File: src/rtl/vga_pkg.sv
// Shared 640x480@72 Hz timing constants and scheduler state encoding.
// Used by the sync generator and by the vblank update scheduler.
package vga_pkg;

    localparam int H_DISPLAY = 640;
    localparam int H_FRONT   = 24;
    localparam int H_SYNC    = 40;
    localparam int H_BACK    = 128;
    localparam int H_TOTAL   = H_DISPLAY + H_FRONT + H_SYNC + H_BACK;

    localparam int V_DISPLAY = 480;
    localparam int V_FRONT   = 9;
    localparam int V_SYNC    = 3;
    localparam int V_BACK    = 28;
    localparam int V_TOTAL   = V_DISPLAY + V_FRONT + V_SYNC + V_BACK;

    localparam logic [1:0] ST_IDLE  = 2'd0;
    localparam logic [1:0] ST_SCAN  = 2'd1;
    localparam logic [1:0] ST_GRANT = 2'd2;

endpackage

File: src/rtl/vblank_update_scheduler_if.sv
// req/grant/done handshake between the scheduler (master) and the game engines (slave).
interface vblank_update_scheduler_if #(
    parameter int NUM_REQ = 4
);
    logic [NUM_REQ-1:0] req;
    logic [NUM_REQ-1:0] done;
    logic [NUM_REQ-1:0] grant;

    modport master (input req, input done, output grant);
    modport slave  (output req, output done, input grant);
endinterface

File: src/rtl/lsb_priority_picker.sv
// Combinational pick of the lowest set bit of a mask, as one-hot, plus an any-set flag.
module lsb_priority_picker #(
    parameter int WIDTH = 4
) (
    input  logic [WIDTH-1:0] i_mask,
    output logic [WIDTH-1:0] o_onehot,
    output logic             o_any
);
    always_comb begin
        o_onehot = i_mask & (~i_mask + WIDTH'(1));
        o_any    = |i_mask;
    end
endmodule

File: src/rtl/vblank_update_scheduler.sv
// Grants one update slot per requesting game engine during vertical blanking,
// plus frame counter, divided game tick and sticky overrun/timeout flags.
module vblank_update_scheduler #(
    parameter int NUM_REQ   = 4,
    parameter int H_DISPLAY = vga_pkg::H_DISPLAY,
    parameter int V_DISPLAY = vga_pkg::V_DISPLAY,
    parameter int TIMEOUT   = 1023,
    parameter int TICK_DIV  = 2
) (
    input  logic                 clk,
    input  logic                 rst_n,
    input  logic [9:0]           hpos,
    input  logic [9:0]           vpos,
    input  logic                 enable,
    input  logic                 clear_err,
    vblank_update_scheduler_if.master bus,
    output logic                 frame_start,
    output logic                 game_tick,
    output logic                 vblank,
    output logic                 busy,
    output logic [7:0]           frame_count,
    output logic                 overrun,
    output logic [NUM_REQ-1:0]   timeout_err
);
    import vga_pkg::*;

    localparam int TW = $clog2(TIMEOUT + 1);
    localparam int DW = (TICK_DIV > 1) ? $clog2(TICK_DIV) : 1;

    if (H_DISPLAY < 1 || V_DISPLAY < 1 || TIMEOUT < 1 || TICK_DIV < 1 || NUM_REQ < 1) begin : g_bad_params
        $error("vblank_update_scheduler: invalid parameter set");
    end

    logic [1:0]         r_state;
    logic [NUM_REQ-1:0] r_pending;
    logic [NUM_REQ-1:0] r_grant;
    logic [TW-1:0]      r_timer;
    logic [DW-1:0]      r_div;
    logic               r_frame_start;
    logic               r_game_tick;
    logic [7:0]         r_frame_count;
    logic               r_overrun;
    logic [NUM_REQ-1:0] r_timeout_err;

    logic               w_trigger;
    logic               w_wrap;
    logic               w_done_hit;
    logic               w_to_hit;
    logic               w_ovr_set;
    logic [NUM_REQ-1:0] w_to_set;
    logic [NUM_REQ-1:0] w_pick;
    logic               w_pick_any;

    lsb_priority_picker #(.WIDTH(NUM_REQ)) u_pick (
        .i_mask   (r_pending),
        .o_onehot (w_pick),
        .o_any    (w_pick_any)
    );

    // A trigger while still sequencing is treated like a frame wrap: abort, flag, restart.
    always_comb begin
        w_trigger  = (vpos == 10'(V_DISPLAY)) && (hpos == '0);
        w_wrap     = (vpos == '0) && (hpos == '0);
        w_done_hit = |(bus.done & r_grant);
        w_to_hit   = (r_state == ST_GRANT) && !w_done_hit && (r_timer == TW'(TIMEOUT - 1));
        w_ovr_set  = (w_trigger || w_wrap) && (r_state != ST_IDLE);
        w_to_set   = (w_to_hit && !w_ovr_set) ? r_grant : '0;
    end

    always_ff @(posedge clk or negedge rst_n) begin
        if (!rst_n) begin
            r_state       <= ST_IDLE;
            r_pending     <= '0;
            r_grant       <= '0;
            r_timer       <= '0;
            r_div         <= '0;
            r_frame_start <= 1'b0;
            r_game_tick   <= 1'b0;
            r_frame_count <= '0;
            r_overrun     <= 1'b0;
            r_timeout_err <= '0;
        end else begin
            r_frame_start <= w_trigger;
            r_game_tick   <= w_trigger && (r_div == '0);
            if (w_trigger) begin
                r_frame_count <= r_frame_count + 8'd1;
                r_div         <= (r_div == DW'(TICK_DIV - 1)) ? '0 : r_div + DW'(1);
            end
            r_overrun     <= (r_overrun && !clear_err) || w_ovr_set;
            r_timeout_err <= (r_timeout_err & ~{NUM_REQ{clear_err}}) | w_to_set;

            if (w_trigger) begin
                r_pending <= bus.req & {NUM_REQ{enable}};
                r_grant   <= '0;
                r_state   <= ST_SCAN;
            end else if (w_wrap && r_state != ST_IDLE) begin
                r_pending <= '0;
                r_grant   <= '0;
                r_state   <= ST_IDLE;
            end else begin
                case (r_state)
                    ST_SCAN: begin
                        if (w_pick_any) begin
                            r_grant <= w_pick;
                            r_timer <= '0;
                            r_state <= ST_GRANT;
                        end else begin
                            r_state <= ST_IDLE;
                        end
                    end
                    ST_GRANT: begin
                        r_timer <= r_timer + TW'(1);
                        if (w_done_hit || w_to_hit) begin
                            r_grant   <= '0;
                            r_pending <= r_pending & ~r_grant;
                            r_state   <= ST_SCAN;
                        end
                    end
                    default: r_state <= ST_IDLE;
                endcase
            end
        end
    end

    assign bus.grant   = r_grant;
    assign frame_start = r_frame_start;
    assign game_tick   = r_game_tick;
    assign frame_count = r_frame_count;
    assign overrun     = r_overrun;
    assign timeout_err = r_timeout_err;
    assign busy        = (r_state != ST_IDLE);
    assign vblank      = (vpos >= 10'(V_DISPLAY));

endmodule
File: src/flat_wrapper.sv
// flat-port wrapper written by rule: the top's interface ports become plain ports
module vblank_update_scheduler_flat import vga_pkg::*;
#(
    parameter int NUM_REQ   = 4,
    parameter int H_DISPLAY = vga_pkg::H_DISPLAY,
    parameter int V_DISPLAY = vga_pkg::V_DISPLAY,
    parameter int TIMEOUT   = 1023,
    parameter int TICK_DIV  = 2
)
  (clk, rst_n, hpos, vpos, enable, clear_err, frame_start, game_tick, vblank, busy, frame_count, overrun, timeout_err, bus_req, bus_done, bus_grant);
  vblank_update_scheduler_if #(.NUM_REQ(NUM_REQ)) bus_i ();
  input  logic clk;
  input  logic rst_n;
  input  logic [9:0] hpos;
  input  logic [9:0] vpos;
  input  logic enable;
  input  logic clear_err;
  output logic frame_start;
  output logic game_tick;
  output logic vblank;
  output logic busy;
  output logic [7:0] frame_count;
  output logic overrun;
  output logic [NUM_REQ-1:0] timeout_err;
  input wire logic [$bits(bus_i.req)-1:0] bus_req;
  input wire logic [$bits(bus_i.done)-1:0] bus_done;
  output wire logic [$bits(bus_i.grant)-1:0] bus_grant;
  assign bus_i.req = bus_req;
  assign bus_i.done = bus_done;
  assign bus_grant = bus_i.grant;
  vblank_update_scheduler #(.NUM_REQ(NUM_REQ), .H_DISPLAY(H_DISPLAY), .V_DISPLAY(V_DISPLAY), .TIMEOUT(TIMEOUT), .TICK_DIV(TICK_DIV)) u_core (.clk(clk), .rst_n(rst_n), .hpos(hpos), .vpos(vpos), .enable(enable), .clear_err(clear_err), .bus(bus_i), .frame_start(frame_start), .game_tick(game_tick), .vblank(vblank), .busy(busy), .frame_count(frame_count), .overrun(overrun), .timeout_err(timeout_err));
endmodule
File: config.mk
export PLATFORM = sky130hd
export DESIGN_NAME = vblank_update_scheduler_flat
export DESIGN_NICKNAME = d
export VERILOG_FILES = /design/src/rtl/vga_pkg.sv /design/src/rtl/vblank_update_scheduler_if.sv /design/src/rtl/lsb_priority_picker.sv /design/src/rtl/vblank_update_scheduler.sv /design/src/flat_wrapper.sv
export SDC_FILE = /design/constraint.sdc
export NUM_CORES = 1
export LEC_CHECK = 0
export ABC_AREA = 1
export BUFFER_PORTS_ARGS = -buffer_cell sky130_fd_sc_hd__buf_2
export CORE_ASPECT_RATIO = 0.8
export CORE_UTILIZATION = 48
export DETAILED_ROUTE_END_ITERATION = 12
export GPL_TIMING_DRIVEN = 0
export PLACE_DENSITY = 0.76
export SLEW_MARGIN = 20
export SYNTH_ARGS = -nofsm -noshare
export SYNTH_HDL_FRONTEND = slang
export SYNTH_SLANG_ARGS = --single-unit
File: constraint.sdc
create_clock -name clk -period 1.4 [get_ports clk]
set_input_delay 0.14 -clock clk [delete_from_list [all_inputs] [get_ports clk]]
set_output_delay 0.14 -clock clk [all_outputs]
set_load 0.05 [all_outputs]
==> impl_table.tex, run 1 <==
\begin{tabular}{lr}
\hline
Metric & Value \\
\hline
\multicolumn{2}{l}{\textbf{Outcome}} \\
Outcome & finished, violations left \\
Failing checks & negative setup slack \\
\multicolumn{2}{l}{\textbf{Routing}} \\
DRC errors left & 0 \\
Post-Route WL & 5090 um \\
Routed vias/inst & 5.02 \\
Number of design-rule violations left by the first detailed-router iteration & 95 \\
Number of nets still failing antenna checks after routing & 0 \\
DR pass1 iterations & 4 \\
Vias after detailed routing & 2154 \\
Post-detailed-route wirelength per cell & 11.9 um \\
\multicolumn{2}{l}{\textbf{Clock tree}} \\
TritonCTS clock tree & done \\
Clock transition time at the flip-flop clock pins of the worst setup and hold paths & 70 ps \\
Max H-tree Level & 2 \\
Total clock buffers created by CTS & 5 \\
Clock tree root buffer cell & sky130\_fd\_sc\_hd\_\_clkbuf\_8 \\
TritonCTS sink count & 36 \\
Insertion delay of the later-clocked pin in the worst-skew pair & 290 ps \\
Number of buffers on the longest clock path & 2 \\
\multicolumn{2}{l}{\textbf{Pwr}} \\
Largest vdd supply drop & 557 uV \\
Fraction of power spent switching nets & 0.209 \\
Fraction of power consumed by combinational cells & 0.047 \\
Cell area power density & 709 nW/um\^{}2 \\
Internal power summed over all cells & 1.61 mW \\
Sequential cell fraction of total power & 0.511 \\
Clock share of power & 0.441 \\
Switch Pwr & 425 uW \\
Power after layout & 2.03 mW \\
Static leakage & 1.54 nW \\
\multicolumn{2}{l}{\textbf{Floorplanning}} \\
Overall die width & 76.5 um \\
Initial cell density of the core & 0.504 \\
Core Region & 4230 sq um \\
Die Ht & 61.6 um \\
Total Die Area & 4720 sq um \\
Count of boundary I/O pins & 53 \\
Cell row count & 21 \\
\multicolumn{2}{l}{\textbf{STA}} \\
Final setup violation count & 20 \\
Final worst clock skew & 8.59 ps \\
Final-report max-slew violation count & 0 \\
Remaining max-slew budget at the tightest pin & 0.482 \\
Worst slack on hold paths & 48.8 ps \\
Final hold vios & 0 \\
Unrepaired setup endpoints after global routing & true \\
Tightest Pin Transition & 777 ps \\
Portion of the clock cycle consumed by the worst path in the final layout & 1.12 \\
Post-layout worst setup margin & -166 ps \\
Achievable frequency & 638 MHz \\
Final min period & 1570 ps \\
\multicolumn{2}{l}{\textbf{Placed design}} \\
Half-perimeter wire length of the detailed placement result & 3540 um \\
Port buffer count & 52 \\
Placer congestion estimate & 0.850 \\
Total cell area at the placement stage & 2490 sq um \\
Cell total after placement & 406 \\
Dpl ws & -293 ps \\
\multicolumn{2}{l}{\textbf{Setup path}} \\
Signal arrival time at the worst endpoint & 1800 ps \\
Flop-to-flop setup slack & -170 ps \\
Beginning of the worst register-to-register path & u\_core.r\_state[0] \\
Slowest stage cell on the critical path & sky130\_fd\_sc\_hd\_\_dfrtp\_1 \\
R2R Path End & u\_core.r\_timer[2] \\
Cell count of the worst reg-to-reg path & 9 \\
Worst-path fanout max & 9 \\
Crit path max-delay family & buffers and inverters \\
Count of buffering cells on the critical path with inverters included & 4 \\
Kind of capture point of the worst setup path & register \\
Crit-path max cell delay & 390 ps \\
Startpoint kind of the worst setup timing path & register \\
CP Data Required Time & 1630 ps \\
Ordered cell list for the critical path & inv\_2 > ha\_4 > inv\_4 > o21ai\_4 > inv\_2 > nor2\_4 > buf\_6 > nand3\_2 > nand2\_1 \\
Kind of critical path & reg -> reg \\
Crit-path most repeated cell & sky130\_fd\_sc\_hd\_\_inv\_2 \\
\multicolumn{2}{l}{\textbf{Layout}} \\
Syn-to-layout area delta & 34.4\% \\
Most common cell after layout, fill and taps aside & sky130\_fd\_sc\_hd\_\_nand2\_1 \\
Post-Layout Cell Count & 429 \\
Area of all placed cells without fillers & 2870 sq um \\
Commonest non-fill, non-tap cells in the layout & sky130\_fd\_sc\_hd\_\_nand2\_1, sky130\_fd\_sc\_hd\_\_buf\_2, sky130\_fd\_sc\_hd\_\_nor2\_1 \\
Layout cells sized above 1 & 0.347 \\
Fin nets & 409 \\
Number of antenna diodes & 0 \\
Total of fill cells in the finished design & 339 \\
\multicolumn{2}{l}{\textbf{Yosys}} \\
Synthesized area & 2130 sq um \\
Number of cells produced by synthesis & 297 \\
Proportion of synthesized chip area in sequential cells & 0.422 \\
Distinct cell type count after synthesis & 23 \\
Number of nets in the synthesized netlist & 335 \\
Mapped Avg Cell Area & 7.18 sq um \\
Total of flip-flops plus latches after synthesis & 36 \\
Count of warnings emitted by yosys & 0 \\
\multicolumn{2}{l}{\textbf{Global routing}} \\
Gr usage total & 0.219 \\
Antenna violations before repair & 0 \\
Wire length of the first global-routing pass & 7820 um \\
Vias in the first global route & 1826 \\
Grt ovf & 0 \\
Pin count of the biggest net entering global routing & 37 \\
\multicolumn{2}{l}{\textbf{Min path}} \\
Hold Path Stages & 3 \\
Worst-case hold path end point & u\_core.r\_pending[2] \\
Worst min-delay path class & in -> reg \\
Startpoint of the lowest-slack hold path & bus\_req[2] \\
\multicolumn{2}{l}{\textbf{Flow run}} \\
MaxCap Viol Count & 0 \\
\hline
\end{tabular}
power groups by stage:
stage | Combinational (mW) | Sequential, mW | Clock (mW)
after floorplan | 0.0257 | 1.06 | 0
after global placement | 0.0939 | 1.06 | 0
after detailed placement | 0.0961 | 1.06 | 0
after CTS | 0.0987 | 1.04 | 0.900
after global routing | 0.109 | 1.04 | 0.945
final | 0.0965 | 1.04 | 0.897
state kept, by name, summed over array words and instances, names as in the netlist:
| name | count |
|---|---|
| u_core.bus.grant | 4 |
| u_core.frame_count | 8 |
| u_core.frame_start | 1 |
| u_core.game_tick | 1 |
| u_core.overrun | 1 |
| u_core.r_div | 1 |
| u_core.r_pending | 4 |
| u_core.r_state | 2 |
| u_core.r_timer | 10 |
| u_core.timeout_err | 4 |
kinds of logic (layout without fill, tap and decap cells):
family,Yosys count,in the layout,share of synthesized area
AND/OR/NAND/NOR,194,194,0.390
buffers and inverters,39,114,0.0751
flip-flops,36,36,0.422
AO/OA/AOI/OAI,11,11,0.0323
XOR/XNOR,11,11,0.0452
adder cells (fa/ha/maj),6,6,0.0352
synth_stat cells, drive strengths merged:
cell      n  area, sq um
a21oi     2         10.0
buf       4         28.8
dfrtp    36          901
ha        6         75.1
inv      35          131
nand2   100          375
nand3    32          175
nand4     9         56.3
nor2     46          185
nor3      4         20.0
nor3b     1         7.51
nor4      2         12.5
o21ai     8         51.3
o21bai    1         7.51
xnor2     2         17.5
xor2      9         78.8
what timing repair did:
action | 4_1_cts | 5_1_grt
endpoints found under the setup margin | 26 | 26
cloned | 1 | 0
hold endpoints to repair | 36 | 0
pin swaps | 4 | 5
setup buffers | 8 | 5
hold buffers | 1 | 0
resized for setup | 30 | 18
metrics by stage:
stage,utilization,setup TNS (ps)
after detailed placement,0.588,-5760
after floorplan,-,-5430
after global routing,0.678,-3880
final,0.678,-2020
after global placement,0.588,-5060
after CTS,0.654,-1160
worst min-delay path, stage by stage:
cell,delay [ps]
sky130_fd_sc_hd__buf_2,70
sky130_fd_sc_hd__nand2_1,40
sky130_fd_sc_hd__nand2_1,50
how the worst max path moves through the flow:
stage                 startpoint                end  cells after the start
2_1_floorplan  u_core.r_state[0]  u_core.r_timer[0]                     11
3_3_place_gp   u_core.r_state[0]  u_core.r_timer[2]                      9
3_5_place_dp   u_core.r_state[0]  u_core.r_timer[0]                      9
4_1_cts        u_core.r_state[0]  u_core.r_timer[2]                      8
5_1_grt        u_core.r_state[1]  u_core.r_timer[7]                     11
6_report       u_core.r_state[0]  u_core.r_timer[2]                      9
cell type report:
cell class / instances / area, sq um / share of cell area
multi-input combinational: 222 / 1210 / 0.423
buffer: 4 / 37.5 / 0.0131
sequential: 36 / 908 / 0.317
tap: 57 / 71.3 / 0.0249
clock buffer: 6 / 72.6 / 0.0253
inverter: 35 / 140 / 0.0489
clock inverter: 2 / 35.0 / 0.0122
timing repair buffer: 67 / 389 / 0.136
layer usage:
metal	wire length, um	share of wire	track usage
met5	0	0	0
met4	59	0.012	0.0989
met3	297	0.058	0.0444
met2	2330	0.46	0.362
met1	2410	0.47	0.286
Note: power is estimated with default switching activity, not from simulation.
==> run 2, diff against run 1 <==
--- a/config.mk
+++ b/config.mk
@@ -5,13 +5,13 @@
 export SDC_FILE = /design/constraint.sdc
 export NUM_CORES = 1
 export LEC_CHECK = 0
-export ABC_AREA = 1
 export BUFFER_PORTS_ARGS = -buffer_cell sky130_fd_sc_hd__buf_2
 export CORE_ASPECT_RATIO = 0.8
-export CORE_UTILIZATION = 48
+export CORE_UTILIZATION = 47
 export DETAILED_ROUTE_END_ITERATION = 12
 export GPL_TIMING_DRIVEN = 0
 export PLACE_DENSITY = 0.76
+export SKIP_LAST_GASP = 1
 export SLEW_MARGIN = 20
 export SYNTH_ARGS = -nofsm -noshare
 export SYNTH_HDL_FRONTEND = slang
==> run 2 against run 1 <==
The run still ends with negative setup slack left. Global-route usage grew 1.4 points. Synthesized cell count decreased by 40%. Via count shrank 19%. Cell count shrank 26%. Critical path depth shrank 3. Fmax is 15% lower. Non-clock buffer count rose by 12. Clock power decreased by 19%. Flip-flop and latch count did not move. Total power fell by 7.5%. Core utilization rose by 3.8 points. Critical endpoint unchanged. Largest cell class unchanged. Largest power group unchanged. Highest routed layer unchanged.
==> impl_table.tex, run 2 <==
\begin{tabular}{lr}
\hline
Metric & Value \\
\hline
\multicolumn{2}{l}{\textbf{Outcome}} \\
Outcome & finished, violations left (unchanged) \\
Failing checks & negative setup slack (unchanged) \\
\multicolumn{2}{l}{\textbf{Routing}} \\
DRC errors left & 0 (unchanged) \\
Post-Route WL & 4830 um (was 5090 um) \\
Number of nets still failing antenna checks after routing & 0 (unchanged) \\
DR pass1 iterations & 4 (unchanged) \\
Vias after detailed routing & 1745 (was 2154) \\
Number of design-rule violations left by the first detailed-router iteration & 104 (was 95) \\
Routed vias/inst & 5.49 (was 5.02) \\
Post-detailed-route wirelength per cell & 15.2 um (was 11.9 um) \\
\multicolumn{2}{l}{\textbf{STA}} \\
Remaining max-slew budget at the tightest pin & 0.473 (was 0.482) \\
Tightest Pin Transition & 791 ps (was 777 ps) \\
Final-report max-slew violation count & 0 (unchanged) \\
Unrepaired setup endpoints after global routing & true (unchanged) \\
Final hold vios & 0 (unchanged) \\
Post-Route Setup TNS & -8840 ps (was -2020 ps) \\
Post-layout worst setup margin & -452 ps (was -166 ps) \\
Portion of the clock cycle consumed by the worst path in the final layout & 1.32 (was 1.12) \\
Final worst clock skew & 9.29 ps (was 8.59 ps) \\
Final min period & 1850 ps (was 1570 ps) \\
Achievable frequency & 540 MHz (was 638 MHz) \\
Final setup violation count & 24 (was 20) \\
\multicolumn{2}{l}{\textbf{Setup path}} \\
Signal arrival time at the worst endpoint & 2020 ps (was 1800 ps) \\
Flop-to-flop setup slack & -450 ps (was -170 ps) \\
R2R Path End & u\_core.r\_timer[2] (unchanged) \\
Kind of critical path & reg -> reg (unchanged) \\
Startpoint kind of the worst setup timing path & register (unchanged) \\
Worst-path fanout max & 5 (was 9) \\
Beginning of the worst register-to-register path & u\_core.r\_pending[3] (was u\_core.r\_state[0]) \\
CP Data Required Time & 1570 ps (was 1630 ps) \\
Cell count of the worst reg-to-reg path & 6 (was 9) \\
Kind of capture point of the worst setup path & register (unchanged) \\
\multicolumn{2}{l}{\textbf{Clock tree}} \\
TritonCTS clock tree & done (unchanged) \\
TritonCTS sink count & 36 (unchanged) \\
Number of buffers on the longest clock path & 2 (unchanged) \\
Clock transition time at the flip-flop clock pins of the worst setup and hold paths & 80 ps (was 70 ps) \\
Total clock buffers created by CTS & 5 (unchanged) \\
Insertion delay of the later-clocked pin in the worst-skew pair & 290 ps (about the same) \\
Max H-tree Level & 2 (unchanged) \\
Clock tree root buffer cell & sky130\_fd\_sc\_hd\_\_clkbuf\_8 (unchanged) \\
\multicolumn{2}{l}{\textbf{Yosys}} \\
Share of the synthesized area in the top cell type & 0.463 (was 0.422) \\
Most used DFF post-synth & sky130\_fd\_sc\_hd\_\_dfrtp\_1 (unchanged) \\
Top cells by area, synth & sky130\_fd\_sc\_hd\_\_dfrtp\_1, sky130\_fd\_sc\_hd\_\_xnor2\_1, sky130\_fd\_sc\_hd\_\_ha\_1, sky130\_fd\_sc\_hd\_\_nor4\_2, sky130\_fd\_sc\_hd\_\_a211oi\_1 (was sky130\_fd\_sc\_hd\_\_dfrtp\_1, sky130\_fd\_sc\_hd\_\_nand2\_1, sky130\_fd\_sc\_hd\_\_nor2\_1, sky130\_fd\_sc\_hd\_\_nand3\_1, sky130\_fd\_sc\_hd\_\_inv\_1) \\
Mapped Avg Cell Area & 11.0 sq um (was 7.18 sq um) \\
Count of warnings emitted by yosys & 0 (unchanged) \\
Synthesized area & 1940 sq um (was 2130 sq um) \\
Most repeated cell in the gate-level netlist after synthesis & sky130\_fd\_sc\_hd\_\_dfrtp\_1 (was sky130\_fd\_sc\_hd\_\_nand2\_1) \\
Yosys top cell by area & sky130\_fd\_sc\_hd\_\_dfrtp\_1 (unchanged) \\
Total of flip-flops plus latches after synthesis & 36 (unchanged) \\
Number of synthesized flops with an enable pin & 0 (unchanged) \\
Distinct cell type count after synthesis & 48 (was 23) \\
Number of cells produced by synthesis & 177 (was 297) \\
Number of nets in the synthesized netlist & 215 (was 335) \\
Share of synthesized flip-flops with an asynchronous set or reset & 1.00 (unchanged) \\
Leading cell types by count after synthesis & sky130\_fd\_sc\_hd\_\_dfrtp\_1, sky130\_fd\_sc\_hd\_\_xnor2\_1, sky130\_fd\_sc\_hd\_\_inv\_1 (was sky130\_fd\_sc\_hd\_\_nand2\_1, sky130\_fd\_sc\_hd\_\_nor2\_1, sky130\_fd\_sc\_hd\_\_dfrtp\_1) \\
Proportion of synthesized chip area in sequential cells & 0.463 (was 0.422) \\
\multicolumn{2}{l}{\textbf{Floorplanning}} \\
Total Die Area & 4400 sq um (was 4720 sq um) \\
Overall die width & 73.9 um (was 76.5 um) \\
Initial cell density of the core & 0.501 (was 0.504) \\
Die Ht & 59.5 um (was 61.6 um) \\
Core Region & 3880 sq um (was 4230 sq um) \\
Count of boundary I/O pins & 53 (unchanged) \\
Cell row count & 20 (was 21) \\
\multicolumn{2}{l}{\textbf{Layout}} \\
Commonest non-fill, non-tap cells in the layout & sky130\_fd\_sc\_hd\_\_buf\_2, sky130\_fd\_sc\_hd\_\_dfrtp\_1, sky130\_fd\_sc\_hd\_\_buf\_4 (was sky130\_fd\_sc\_hd\_\_nand2\_1, sky130\_fd\_sc\_hd\_\_buf\_2, sky130\_fd\_sc\_hd\_\_nor2\_1) \\
Number of antenna diodes & 0 (unchanged) \\
Post-Layout Cell Count & 318 (was 429) \\
Max reg flops & 10 (unchanged) \\
Fin nets & 300 (was 409) \\
Register containing the most flip-flops in the final layout & u\_core.r\_timer (unchanged) \\
Fraction of the core area covered by cells at the end of the flow & 0.716 (was 0.678) \\
Total of fill cells in the finished design & 268 (was 339) \\
Most common cell after layout, fill and taps aside & sky130\_fd\_sc\_hd\_\_buf\_2 (was sky130\_fd\_sc\_hd\_\_nand2\_1) \\
Syn-to-layout area delta & 42.9\% (was 34.4\%) \\
Layout cells sized above 1 & 0.510 (was 0.347) \\
\multicolumn{2}{l}{\textbf{Min path}} \\
Hold Path Stages & 2 (was 3) \\
Startpoint of the lowest-slack hold path & bus\_req[2] (unchanged) \\
Worst min-delay path class & in -> reg (unchanged) \\
Worst-case hold path end point & u\_core.r\_pending[2] (unchanged) \\
\multicolumn{2}{l}{\textbf{Global routing}} \\
Vias in the first global route & 1616 (was 1826) \\
Grt ovf & 0 (unchanged) \\
Pin count of the biggest net entering global routing & 37 (unchanged) \\
Met2 track demand over resource in global routing & 0.355 (was 0.362) \\
Antenna violations before repair & 0 (unchanged) \\
Global-route met1 utilization & 0.326 (was 0.286) \\
Most crowded layer after global routing & met2 (unchanged) \\
Gr usage total & 0.233 (was 0.219) \\
Global Route met3 Usage & 0.0442 (was 0.0444) \\
Wire length of the first global-routing pass & 7560 um (was 7820 um) \\
\multicolumn{2}{l}{\textbf{Placed design}} \\
Cell total after placement & 284 (was 406) \\
Half-perimeter wire length of the detailed placement result & 3160 um (was 3540 um) \\
Port buffer count & 52 (unchanged) \\
Placer congestion estimate & 0.811 (was 0.850) \\
\multicolumn{2}{l}{\textbf{Pwr}} \\
Cell area power density & 677 nW/um\^{}2 (was 709 nW/um\^{}2) \\
Largest vdd supply drop & 421 uV (was 557 uV) \\
Static leakage & 1.27 nW (was 1.54 nW) \\
\multicolumn{2}{l}{\textbf{Flow run}} \\
MaxCap Viol Count & 0 (unchanged) \\
\hline
\end{tabular}
run 2: metrics by stage:
| stage | setup slack, ps | hold slack, ps | instance area [sq um] | power, mW |
|---|---|---|---|---|
| 6_report | -452 | 76.8 | 2780 | 1.88 |
| 3_5_place_dp | -492 | 269 | 2370 | 1.17 |
| 5_1_grt | -515 | 68.8 | 2780 | 1.97 |
| 3_3_place_gp | -410 | 268 | 2370 | 1.17 |
| 2_1_floorplan | -247 | -156 | 2040 | 1.08 |
| 4_1_cts | -395 | 74.4 | 2630 | 1.90 |
run 2: power breakdown:
part	total, mW	internal [mW]	switching, mW
clock network	0.725	0.346	0.379
logic	0.117	0.0481	0.0693
registers	1.04	1.04	0.0000573
total	1.88	1.43	0.448
run 2: layer usage:
layer / part of all wire / vias up
met5: 0 / -
met4: 0.021 / 0
met3: 0.043 / 8
met2: 0.47 / 62
met1: 0.47 / 843
li1: - / 832
run 2: worst max-delay path, stage by stage, from the launching register on:
cell,delay (ps)
sky130_fd_sc_hd__dfrtp_1,410
sky130_fd_sc_hd__or4_4,590
sky130_fd_sc_hd__mux2i_4,280
sky130_fd_sc_hd__buf_6,180
sky130_fd_sc_hd__a211oi_2,40
sky130_fd_sc_hd__xnor2_1,160
sky130_fd_sc_hd__nor2_1,60
run 2: repair_timing:
action / in CTS / in global routing
cloned: 1 / 0
endpoints found under the hold margin: 36 / 0
buffers inserted: 12 / 12
setup endpoints to repair: 25 / 28
gates resized for setup: 18 / 13
hold buffers: 1 / 0
pin swaps: 13 / 17
run 2: cells by family after synthesis:
group           count (synthesis)  share of synthesized area
fa+ha+maj                       6                     0.0386
xor+xnor                       13                     0.0586
mux                             3                     0.0225
simple gates                   63                      0.222
flops                          36                      0.463
buf+inv                        18                     0.0495
compound gates                 38                      0.145
run 2: worst max-delay path by stage:
stage                              from                  end  slack, ps  depth (start not counted)
floorplan           u_core.r_pending[3]    u_core.r_timer[3]       -250                          6
global placement      u_core.r_state[0]  u_core.r_pending[1]       -410                          7
detailed placement    u_core.r_state[0]    u_core.r_state[1]       -490                          7
CTS                 u_core.r_pending[1]    u_core.r_timer[2]       -390                          6
global route        u_core.r_pending[3]    u_core.r_timer[3]       -510                          6
finish              u_core.r_pending[3]    u_core.r_timer[2]       -450                          6
run 2: cell type report:
class / instances / area (sq um) / area share
Clock inverter: 3 / 18.8 / 0.00676
Sequential cell: 36 / 906 / 0.326
Multi-Input combinational cell: 123 / 1130 / 0.406
Buffer: 5 / 62.6 / 0.0225
Inverter: 13 / 53.8 / 0.0194
Clock buffer: 5 / 68.8 / 0.0248
Timing Repair Buffer: 78 / 472 / 0.170
Tap cell: 55 / 68.8 / 0.0248
